===== config.mk =====
export PLATFORM = sky130hd
export DESIGN_NAME = uart_rx_byte
export DESIGN_NICKNAME = d
export VERILOG_FILES = /design/src/rtl/uart_rx_byte.sv
export SDC_FILE = /design/constraint.sdc
export NUM_CORES = 1
export LEC_CHECK = 0
export CAP_MARGIN = 5
export CORE_ASPECT_RATIO = 0.6
export CORE_UTILIZATION = 57
export CTS_BUF_LIST = sky130_fd_sc_hd__clkbuf_4 sky130_fd_sc_hd__clkbuf_8 sky130_fd_sc_hd__clkbuf_16
export DETAILED_ROUTE_END_ITERATION = 16
export GPL_ROUTABILITY_DRIVEN = 1
export PLACE_DENSITY = 0.77
export SETUP_SLACK_MARGIN = 0.02
export SLEW_MARGIN = 20
export SYNTH_ARGS = -nofsm -noshare
export SYNTH_HDL_FRONTEND = slang
export SYNTH_SLANG_ARGS = --single-unit

===== constraint.sdc =====
create_clock -name clock -period 2.87 [get_ports clock]
set_input_delay 0.4305 -clock clock [delete_from_list [all_inputs] [get_ports clock]]
set_output_delay 0.4305 -clock clock [all_outputs]
set_load 0.05 [all_outputs]

===== src/rtl/uart_rx_byte.sv =====
// uart_rx_byte: 8N1 serial receiver with mid-bit sampling, false-start
// rejection and framing-error detection. The rx line is brought into the
// clock domain through a two-flop synchronizer, and every decision is made
// on the synchronized copy (rx_s_q).
//
// Optional feature: define UART_PARITY_EN to expect an even-parity bit
// between data bit 7 and the stop bit. Without that macro there is no
// PARITY state and parity_error is tied low.
module uart_rx_byte #(
  parameter int CLKS_PER_BIT = 434,
  parameter int CNT_W        = 16
) (
  input  logic       clock,
  input  logic       reset,
  input  logic       rx,
  output logic [7:0] rx_data,
  output logic       rx_data_ready,
  output logic       framing_error,
  output logic       parity_error,
  output logic       rx_busy
);

  // Receiver states
  localparam logic [2:0] S_IDLE      = 3'd0;
  localparam logic [2:0] S_START     = 3'd1;
  localparam logic [2:0] S_DATA      = 3'd2;
`ifdef UART_PARITY_EN
  localparam logic [2:0] S_PARITY    = 3'd3;
`endif
  localparam logic [2:0] S_STOP      = 3'd4;
  localparam logic [2:0] S_WAIT_HIGH = 3'd5;

  // Terminal counts: half a bit to reach the start-bit centre, then a
  // full bit between consecutive mid-bit samples.
  localparam logic [CNT_W-1:0] HALF_LAST = CNT_W'(CLKS_PER_BIT / 2 - 1);
  localparam logic [CNT_W-1:0] FULL_LAST = CNT_W'(CLKS_PER_BIT - 1);

  logic             rx_meta_q;
  logic             rx_s_q;

  logic [2:0]       state_q,     state_d;
  logic [CNT_W-1:0] cnt_q,       cnt_d;
  logic [2:0]       bit_idx_q,   bit_idx_d;
  logic [7:0]       shift_q,     shift_d;
  logic [7:0]       data_q,      data_d;
  logic             ready_q,     ready_d;
  logic             ferr_q,      ferr_d;
`ifdef UART_PARITY_EN
  logic             par_bad_q,   par_bad_d;
  logic             perr_q,      perr_d;
`endif

  // Next-state logic: bit timing, sampling and the one-cycle result pulses
  always_comb begin
    state_d   = state_q;
    cnt_d     = cnt_q;
    bit_idx_d = bit_idx_q;
    shift_d   = shift_q;
    data_d    = data_q;
    ready_d   = 1'b0;
    ferr_d    = 1'b0;
`ifdef UART_PARITY_EN
    par_bad_d = par_bad_q;
    perr_d    = 1'b0;
`endif

    case (state_q)
      S_IDLE: begin
        if (!rx_s_q) begin
          state_d = S_START;
          cnt_d   = '0;
        end
      end

      S_START: begin
        if (cnt_q == HALF_LAST) begin
          cnt_d = '0;
          if (!rx_s_q) begin
            // Line still low at the start-bit centre: a real frame.
            state_d   = S_DATA;
            bit_idx_d = 3'd0;
          end else begin
            // Line went back high: a glitch, drop it silently.
            state_d = S_IDLE;
          end
        end else begin
          cnt_d = cnt_q + CNT_W'(1);
        end
      end

      S_DATA: begin
        if (cnt_q == FULL_LAST) begin
          cnt_d   = '0;
          shift_d = {rx_s_q, shift_q[7:1]};  // LSB arrives first
          if (bit_idx_q == 3'd7) begin
`ifdef UART_PARITY_EN
            state_d = S_PARITY;
`else
            state_d = S_STOP;
`endif
          end else begin
            bit_idx_d = bit_idx_q + 3'd1;
          end
        end else begin
          cnt_d = cnt_q + CNT_W'(1);
        end
      end

`ifdef UART_PARITY_EN
      S_PARITY: begin
        if (cnt_q == FULL_LAST) begin
          cnt_d     = '0;
          // Even parity: data bits plus parity bit must XOR to zero.
          par_bad_d = (^shift_q) ^ rx_s_q;
          state_d   = S_STOP;
        end else begin
          cnt_d = cnt_q + CNT_W'(1);
        end
      end
`endif

      S_STOP: begin
        if (cnt_q == FULL_LAST) begin
          cnt_d = '0;
          if (rx_s_q) begin
            state_d = S_IDLE;
`ifdef UART_PARITY_EN
            if (par_bad_q) begin
              perr_d = 1'b1;
            end else begin
              ready_d = 1'b1;
              data_d  = shift_q;
            end
`else
            ready_d = 1'b1;
            data_d  = shift_q;
`endif
          end else begin
            // A bad stop bit outranks any parity result.
            ferr_d  = 1'b1;
            state_d = S_WAIT_HIGH;
          end
        end else begin
          cnt_d = cnt_q + CNT_W'(1);
        end
      end

      S_WAIT_HIGH: begin
        // Hold off until the line idles so a break is reported only once.
        if (rx_s_q) begin
          state_d = S_IDLE;
        end
      end

      default: begin
        state_d = S_IDLE;
        cnt_d   = '0;
      end
    endcase
  end

  // State, synchronizer and output registers; reset discards any frame
  always_ff @(posedge clock) begin
    if (reset) begin
      rx_meta_q <= 1'b1;
      rx_s_q    <= 1'b1;
      state_q   <= S_IDLE;
      cnt_q     <= '0;
      bit_idx_q <= 3'd0;
      shift_q   <= 8'h00;
      data_q    <= 8'h00;
      ready_q   <= 1'b0;
      ferr_q    <= 1'b0;
`ifdef UART_PARITY_EN
      par_bad_q <= 1'b0;
      perr_q    <= 1'b0;
`endif
    end else begin
      rx_meta_q <= rx;
      rx_s_q    <= rx_meta_q;
      state_q   <= state_d;
      cnt_q     <= cnt_d;
      bit_idx_q <= bit_idx_d;
      shift_q   <= shift_d;
      data_q    <= data_d;
      ready_q   <= ready_d;
      ferr_q    <= ferr_d;
`ifdef UART_PARITY_EN
      par_bad_q <= par_bad_d;
      perr_q    <= perr_d;
`endif
    end
  end

  assign rx_data       = data_q;
  assign rx_data_ready = ready_q;
  assign framing_error = ferr_q;
  assign rx_busy       = (state_q != S_IDLE);
`ifdef UART_PARITY_EN
  assign parity_error  = perr_q;
`else
  assign parity_error  = 1'b0;
`endif

endmodule


==> flow_summary.json, run 1 <==
{
  "outcome": "completed",
  "drive_gt1_share_pct": 8.94,
  "cts_buffers": 5,
  "min_path_type": "reg2reg",
  "synth_flop_cell": "dfxtp_1",
  "area_growth_pct": 13.0,
  "cp_slowest_stage_delay_ps": 490,
  "r2r_start": "cnt_q[0]",
  "r2r_cells": 7,
  "post_cts_resized": 0,
  "root_buffer": "clkbuf_8",
  "yosysUniqueCellTypes": 44,
  "post_cts_buffers": 0,
  "slew_headroom_pct": 52.8,
  "sw_frac_of_total_pct": 24.4,
  "total_power_mw": 1.06,
  "finalSetupViolCount": 0,
  "avgViaCountPerCell": 5.78,
  "p_leak_nw": 0.806,
  "initial_core_util_pct": 60.8,
  "ys_async_sr_fraction_pct": 0,
  "first_iter_violations": 132,
  "rsz0062_at_grt": "no",
  "power_frac_clock_pct": 37.6,
  "drv_cap": 0,
  "clockBufferDepth": 2,
  "wl_per_cell_um": 14.0,
  "layout.cells.most_common": "dfxtp_1",
  "crit_type": "reg2reg",
  "skew_ps": 5.21,
  "start_kind": "flop",
  "fin_ws_ps": 463,
  "path_cells": "inv_1 > ha_1 > or3b_2 > nor4_1 > o22ai_1 > or4b_1 > a21oi_1",
  "die_w_um": 78.7,
  "p_seq_share_pct": 55.8,
  "pwr-share-comb_pct": 6.6,
  "crit_arrival_ps": 2640,
  "cp_slowest_cell": "nor4_1",
  "grt_pass1_vias": 1349,
  "wirelength_mm": 4.09,
  "cp-end-kind": "flop",
  "peakVddDrop_uv": 317,
  "cts-htree-levels": 2,
  "dieArea_mm2": 0.00377,
  "tightest_slew_ps": 702,
  "ys_warn_count": 0,
  "min_delay_path_depth": 1,
  "die_height_um": 48.0,
  "clk_pin_slew_ps": 80,
  "drc_errors": 0,
  "dpl_worst_slack_ps": 486,
  "synth-edff-count": 0,
  "finalCriticalPeriod_ps": 2410,
  "io_buffer_count": 13,
  "p_int_mw": 0.804,
  "critPathMaxFanout": 6,
  "cts_tree": "done",
  "hold_path_end": "rx_s_q",
  "cp.required_ps": 3100,
  "finalCritPeriodShare_pct": 83.9,
  "netlist_area_mm2": 0.00201,
  "antenna_left": 0,
  "hold_viol_final": 0,
  "io_pins": 15,
  "ys_seq_area_share_pct": 41.8,
  "grtUsageTotal_pct": 24.0,
  "clkSinkCount": 42,
  "rows": 16,
  "fillCellCount": 265,
  "worstReg2RegEnd": "state_q[1]",
  "netlist_instances": 234,
  "hp-start": "rx_meta_q",
  "grt-ovfl-total": 0,
  "tns_ps": 0,
  "slew_violations": 0,
  "antenna_found_initial": 0,
  "fmax_mhz": 415,
  "place_hpwl_mm": 2.79,
  "core-area_mm2": 0.00330,
  "worstSkewPairLatency_ps": 300,
  "regArea_um2": 841,
  "nNetsFinal": 253,
  "cts_hold_buf": 0,
  "dr.pass1.iters": 4,
  "p_sw_mw": 0.259,
  "final_cell_mix": "42 x dfxtp_1, 32 x nor2_1, 25 x nand2_1",
  "synth-seq-cells": 42,
  "synth_nets": 242,
  "gp_congestion": 0.820,
  "grt_pass1_wl_mm": 6.67,
  "routed-via-count": 1681,
  "reg2reg_slack_ps": 460,
  "grt_max_degree": 31,
  "multi_input_area_mm2": 0.00109,
  "p_per_area_mw_per_mm2": 468,
  "num_antenna_cells": 0,
  "avgSynthCellArea_um2": 8.59
}
power by group through the flow:
stage	clock network, mW	logic (mW)	registers (mW)
after floorplan	0	0.0530	0.603
after global placement	0	0.0691	0.607
after detailed placement	0	0.0690	0.607
after CTS	0.407	0.0699	0.593
after global routing	0.437	0.0774	0.595
final	0.399	0.0705	0.594
synthesized netlist by cell type, types with 2 or more instances:
library cell | number | area [um^2]
o21ai_0 | 6 | 30.0
or4_4 | 2 | 22.5
nor2_1 | 32 | 120
nor3_1 | 4 | 20.0
nand2b_1 | 4 | 25.0
dfxtp_1 | 42 | 841
nand2_1 | 25 | 93.8
a41oi_1 | 2 | 17.5
a21oi_1 | 9 | 45.0
or3_1 | 4 | 25.0
or3b_2 | 3 | 26.3
nor4b_1 | 2 | 17.5
nand4b_1 | 2 | 17.5
xor2_1 | 3 | 26.3
nand4_1 | 4 | 25.0
or2_2 | 2 | 12.5
a31oi_1 | 9 | 56.3
mux2i_1 | 20 | 200
inv_1 | 5 | 18.8
and3_1 | 4 | 25.0
clkbuf_1 | 11 | 41.3
ha_1 | 5 | 62.6
nand3b_1 | 3 | 22.5
nor4_1 | 3 | 18.8
nand3_1 | 8 | 40.0
a22o_1 | 2 | 17.5
final cells by class:
class | count | share of cell area [%]
clock buffer | 6 | 3.64
timing repair buffer | 18 | 7.38
inverter | 5 | 0.826
clock inverter | 2 | 0.551
tap | 45 | 2.48
sequential | 42 | 37.0
multi-input combinational | 173 | 48.1
metrics by stage:
step                std cells  util (%)  hold WS (ps)  area [um^2]
global placement          283      65.9           417         2180
detailed placement        283      65.9           404         2180
CTS                       291      68.8           425         2270
global route              291      68.8           439         2270
floorplan                 234         -           389         2010
finish                    291      68.8           421         2270
worst max-delay path, delay by kind of cell, from the launching register on:
kind,cells,cell delay [ps]
AO/OA/AOI/OAI,2,350
buffers and inverters,1,80
flip-flops,1,370
AND/OR/NAND/NOR,3,1410
adder cells (fa/ha/maj),1,130
routing by layer:
metal / share of wire (%) / vias to the layer above / track usage [%]
li1: - / 853 / -
met1: 54 / 764 / 36.3
met2: 37 / 55 / 30.6
met3: 6.9 / 9 / 6.29
met4: 1.8 / 0 / 11.5
met5: 0 / - / 0
sequential cells by signal, indices dropped and copies added, names as in the netlist:
signal / flops
rx_s_q: 1
rx_meta_q: 1
rx_data: 8
rx_data_ready: 1
state_q: 3
shift_q: 8
bit_idx_q: 3
cnt_q: 16
framing_error: 1
cell families (layout without fill, tap and decap cells):
family	Yosys count	count (layout)	synth area share [%]
AOI/OAI and AO/OA	36	36	11.3
adders and majority gates	5	5	3.11
muxes	20	20	9.96
and+or+nand+nor	107	107	28.0
DFF	42	42	41.8
xor gates and xnor gates	4	4	1.74
other	1	1	0.187
buffers and inverters	19	31	3.80
how the worst max path moves through the flow:
stage / startpoint / to / slack, ps / cells after the start
2_1_floorplan: cnt_q[9] / rx_data[0] / 510 / 5
5_1_grt: cnt_q[0] / state_q[1] / 190 / 7
4_1_cts: cnt_q[13] / shift_q[2] / 460 / 5
3_3_place_gp: cnt_q[13] / shift_q[0] / 520 / 5
6_report: cnt_q[0] / state_q[1] / 460 / 7
3_5_place_dp: cnt_q[13] / shift_q[2] / 490 / 5
No activity file was read; power rests on OpenSTA's default activity.
==> run 2: changes to the inputs <==
- CORE_UTILIZATION: 57 -> 52
- PLACE_DENSITY: 0.77 -> 0.74
- clock period: 2.87 -> 2 ns (I/O delays scaled with it)
==> flow_summary.json, run 2 (synthesis results as in run 1) <==
{
  "outcome": "finished with violations",
  "violations": "negative setup slack",
  "cts_buffers": 5,
  "critPathMaxFanout": 3,
  "rows": 17,
  "area_growth_pct": 31.1,
  "largest_reg_flops": 16,
  "io_pins": 15,
  "grt-ovfl-total": 0,
  "finalInstanceArea_mm2": 0.00264,
  "p_leak_nw": 0.995,
  "num_antenna_cells": 0,
  "antenna_found_initial": 0,
  "slew_violations": 0,
  "fillCellCount": 291,
  "nNetsFinal": 286,
  "drive_gt1_share_pct": 24.7,
  "skew_ps": 4.47,
  "die_w_um": 82.3,
  "cp.required_ps": 2240,
  "drc_errors": 0,
  "gp_congestion": 0.823,
  "grt_max_degree": 26,
  "final_cell_mix": "41 x dfxtp_1, 35 x buf_4, 31 x nor2_1",
  "layout.cells.most_common": "dfxtp_1",
  "cts_tree": "done",
  "drv_cap": 0,
  "cp-end-kind": "flop",
  "grt_pass1_vias": 1617,
  "routed-via-count": 1856,
  "worstReg2RegEnd": "state_q[1]",
  "finalSetupViolCount": 33,
  "finalCoreUtilization_pct": 71.6,
  "slew_headroom_pct": 66.2,
  "rsz0062_at_grt": "yes",
  "min_path_type": "reg2reg",
  "largest_register": "cnt_q",
  "placed_area_mm2": 0.00244,
  "fmax_mhz": 443,
  "r2r_start": "cnt_q[15]",
  "finalCritPeriodShare_pct": 113,
  "tightest_slew_ps": 506,
  "endpoint": "state_q[1]",
  "reg2reg_slack_ps": -260,
  "worstSkewPairLatency_ps": 300,
  "root_buffer": "clkbuf_8",
  "dr.pass1.iters": 5,
  "clk_pin_slew_ps": 80,
  "core-area_mm2": 0.00368,
  "clkSinkCount": 42,
  "peakVddDrop_uv": 568,
  "tns_ps": -4550,
  "fin_ws_ps": -258,
  "total_power_mw": 1.57,
  "cts-htree-levels": 2,
  "place_hpwl_mm": 3.44,
  "first_iter_violations": 131,
  "wl_per_cell_um": 14.9,
  "hold_viol_final": 0,
  "grt_pass1_wl_mm": 7.94,
  "finalCriticalPeriod_ps": 2260,
  "clockBufferDepth": 2,
  "setup.worst_path.start": "cnt_q[15]",
  "r2r_cells": 7,
  "wirelength_mm": 4.86,
  "die_height_um": 50.2,
  "dieArea_mm2": 0.00412,
  "p_per_area_mw_per_mm2": 594,
  "initial_core_util_pct": 54.6,
  "avgViaCountPerCell": 5.69,
  "io_buffer_count": 13,
  "grtUsageTotal_pct": 26.1,
  "crit_arrival_ps": 2500,
  "antenna_left": 0,
  "crit_type": "reg2reg",
  "start_kind": "flop"
}
## run 2: cell count changes in the layout (fill, tap and decap cells not counted), sizes merged
| cell | previous run | this run |
|---|---|---|
| buf | 5 | 39 |
| inv | 5 | 6 |
| clkbuf | 6 | 5 |
| clkdlybuf4s50 | 13 | 12 |
## run 2: final cells by class
cell class                 count  area (um^2)  share of cell area, %
timing repair buffer          51          454                   17.2
clock buffer                   5         68.8                   2.61
clock inverter                 3         25.0                  0.950
multi-input combinational    173         1170                   44.3
inverter                       5         18.8                  0.712
tap                           47         58.8                   2.23
sequential                    42          842                   32.0
## run 2: critical path, cell delays in order, from the launching register on
cell and delay [ps]:
dfxtp_2 330, or4_4 550, buf_4 160, nor4_2 240
buf_4 160, o22ai_1 100, or4b_4 520, a21oi_2 140
## run 2: report_power, final
group	internal [mW]	switching (mW)
clock	0.252	0.327
combinational	0.0557	0.0860
sequential	0.841	0.00353
## run 2: metrics by stage
step / hold WS (ps) / instances / worst slack, ps
detailed placement: 399 / 314 / -165
finish: 417 / 326 / -258
floorplan: 389 / 234 / -255
global route: 431 / 326 / -275
global placement: 392 / 314 / -147
CTS: 420 / 323 / -175
## run 2: metal layers
metal  share of wire, %  vias to the layer above  GRT usage (%)  wire length [um]
met4                1.3                        0           9.65                65
met2                 42                       71           36.0              2050
met5                  0                        -              0                 0
met3                6.4                        7           6.18               309
met1                 50                      854           38.8              2430
li1                   -                      924              -                 -
## run 2: worst min path at each step
stage	slack, ps	cells past startpoint	startpoint	to
after global placement	390	1	rx_meta_q	rx_s_q
after detailed placement	400	1	rx_meta_q	rx_s_q
after CTS	420	1	rx_meta_q	rx_s_q
after global routing	430	1	rx_meta_q	rx_s_q
after floorplan	390	1	rx_meta_q	rx_s_q
final	420	1	rx_meta_q	rx_s_q
## run 2: repair_timing
item	in CTS	in global routing
buffers inserted	1	3
setup endpoints to repair	37	40
pin swaps	3	6
hold buffers	0	0
gates resized for setup	8	10
==> run 3: changes to the inputs <==
- RECOVER_POWER: not set -> 50
==> flow_summary.json, run 3 (synthesis results as in run 1) <==
{
  "crit_type": "reg2reg",
  "cts-htree-levels": 2,
  "cp_slowest_stage_delay_ps": 550,
  "drv_cap": 0,
  "cp.required_ps": 2240,
  "path_cells": "or4_4 > buf_4 > nor4_2 > buf_4 > o22ai_1 > or4b_4 > a21oi_2",
  "fillCellCount": 292,
  "rsz0062_at_grt": "yes",
  "grt_pass1_vias": 1617,
  "grt_pass1_wl_mm": 7.94,
  "critPathMaxFanout": 3,
  "path_delay_family": "simple AND/OR/NAND/NOR gates",
  "nNetsFinal": 286,
  "initial_core_util_pct": 54.6,
  "cp-end-kind": "flop",
  "largest_reg_flops": 16,
  "finalCriticalPeriod_ps": 2250,
  "outcome": "finished with violations",
  "cp_common_cell": "buf_4",
  "drive_gt1_share_pct": 24.7,
  "grt-ovfl-total": 0,
  "min_path_type": "reg2reg",
  "core-area_mm2": 0.00368,
  "slew_headroom_pct": 66.0,
  "largest_register": "cnt_q",
  "cp_slowest_cell": "or4_4",
  "total_power_mw": 1.57,
  "die_w_um": 82.3,
  "fin_ws_ps": -252,
  "root_buffer": "clkbuf_8",
  "fmax_mhz": 444,
  "clk_pin_slew_ps": 80,
  "crit_arrival_ps": 2490,
  "die_height_um": 50.2,
  "drc_errors": 0,
  "skew_ps": 7.22,
  "finalCoreUtilization_pct": 71.5,
  "wirelength_mm": 4.82,
  "p_per_area_mw_per_mm2": 595,
  "place_hpwl_mm": 3.44,
  "cts_tree": "done",
  "dr.pass1.iters": 4,
  "start_kind": "flop",
  "worstSkewPairLatency_ps": 310,
  "dieArea_mm2": 0.00412,
  "num_antenna_cells": 0,
  "p_leak_nw": 1.01,
  "finalCritPeriodShare_pct": 113,
  "multi_input_area_mm2": 0.00117,
  "cts_buffers": 5,
  "io_pins": 15,
  "grt_max_degree": 26,
  "first_iter_violations": 125,
  "grtUsageTotal_pct": 26.1,
  "avgViaCountPerCell": 5.64,
  "regArea_um2": 842,
  "hold_viol_final": 0,
  "tns_ps": -4470,
  "finalSetupViolCount": 33,
  "final_cell_mix": "41 x dfxtp_1, 34 x buf_4, 31 x nor2_1",
  "tightest_slew_ps": 508,
  "cts_hold_buf": 0,
  "wl_per_cell_um": 14.8,
  "clkSinkCount": 42,
  "violations": "negative setup slack",
  "clockBufferDepth": 2,
  "area_growth_pct": 31.0,
  "slew_violations": 0,
  "dpl_worst_slack_ps": -165,
  "antenna_found_initial": 0,
  "peakVddDrop_uv": 566,
  "routed-via-count": 1838,
  "antenna_left": 0,
  "io_buffer_count": 13,
  "layout.cells.most_common": "dfxtp_1",
  "rows": 17,
  "cp.buffers_inverters": 2,
  "gp_congestion": 0.823
}
-- run 3: changes by cell type in the layout (fill, tap and decap cells not counted) --
cell	delta
clkdlybuf4s50_1	-5
dlygate4sd3_1	+5
buf_4	-1
clkbuf_2	+1
-- run 3: power breakdown --
group,switching [mW],leakage [nW],internal (mW)
Sequential,0.00365,0.339,0.841
Clock,0.328,0.0447,0.252
Combinational,0.0861,0.625,0.0544
Total,0.418,1.01,1.15
-- run 3: per-stage QoR --
stage	instance area (um^2)	hold WS, ps	std cells
floorplan	2030	389	234
global placement	2440	392	314
detailed placement	2440	399	314
CTS	2570	420	323
global route	2630	431	326
finish	2630	417	326
-- run 3: layer usage --
layer | vias to the layer above | part of all wire (%) | GRT usage, %
met4 | 0 | 1.3 | 9.65
met1 | 838 | 50 | 38.8
met3 | 7 | 6.7 | 6.18
li1 | 927 | - | -
met2 | 66 | 41 | 36.0
met5 | - | 0 | 0
-- run 3: cell type report --
cell class / instances / share of cell area (%)
tap: 47 / 2.23
clock inverter: 3 / 0.951
timing repair buffer: 51 / 17.2
clock buffer: 5 / 2.61
sequential: 42 / 32.0
multi-input combinational: 173 / 44.3
inverter: 5 / 0.713
-- run 3: worst paths after layout --
kind | from | end | slack (ps) | cells past startpoint
worst max-delay path | cnt_q[15] | state_q[1] | -250 | 7
worst min register to register | rx_meta_q | rx_s_q | 420 | 1
worst min-delay path | rx_meta_q | rx_s_q | 420 | 1
worst max register to register | cnt_q[15] | state_q[1] | -250 | 7
-- run 3: repair_timing --
item | 4_1_cts | 5_1_grt
gates resized for setup | 8 | 10
gates cloned | 0 | 0
buffers inserted | 1 | 3
setup endpoints to repair | 37 | 40
pin swaps | 3 | 6
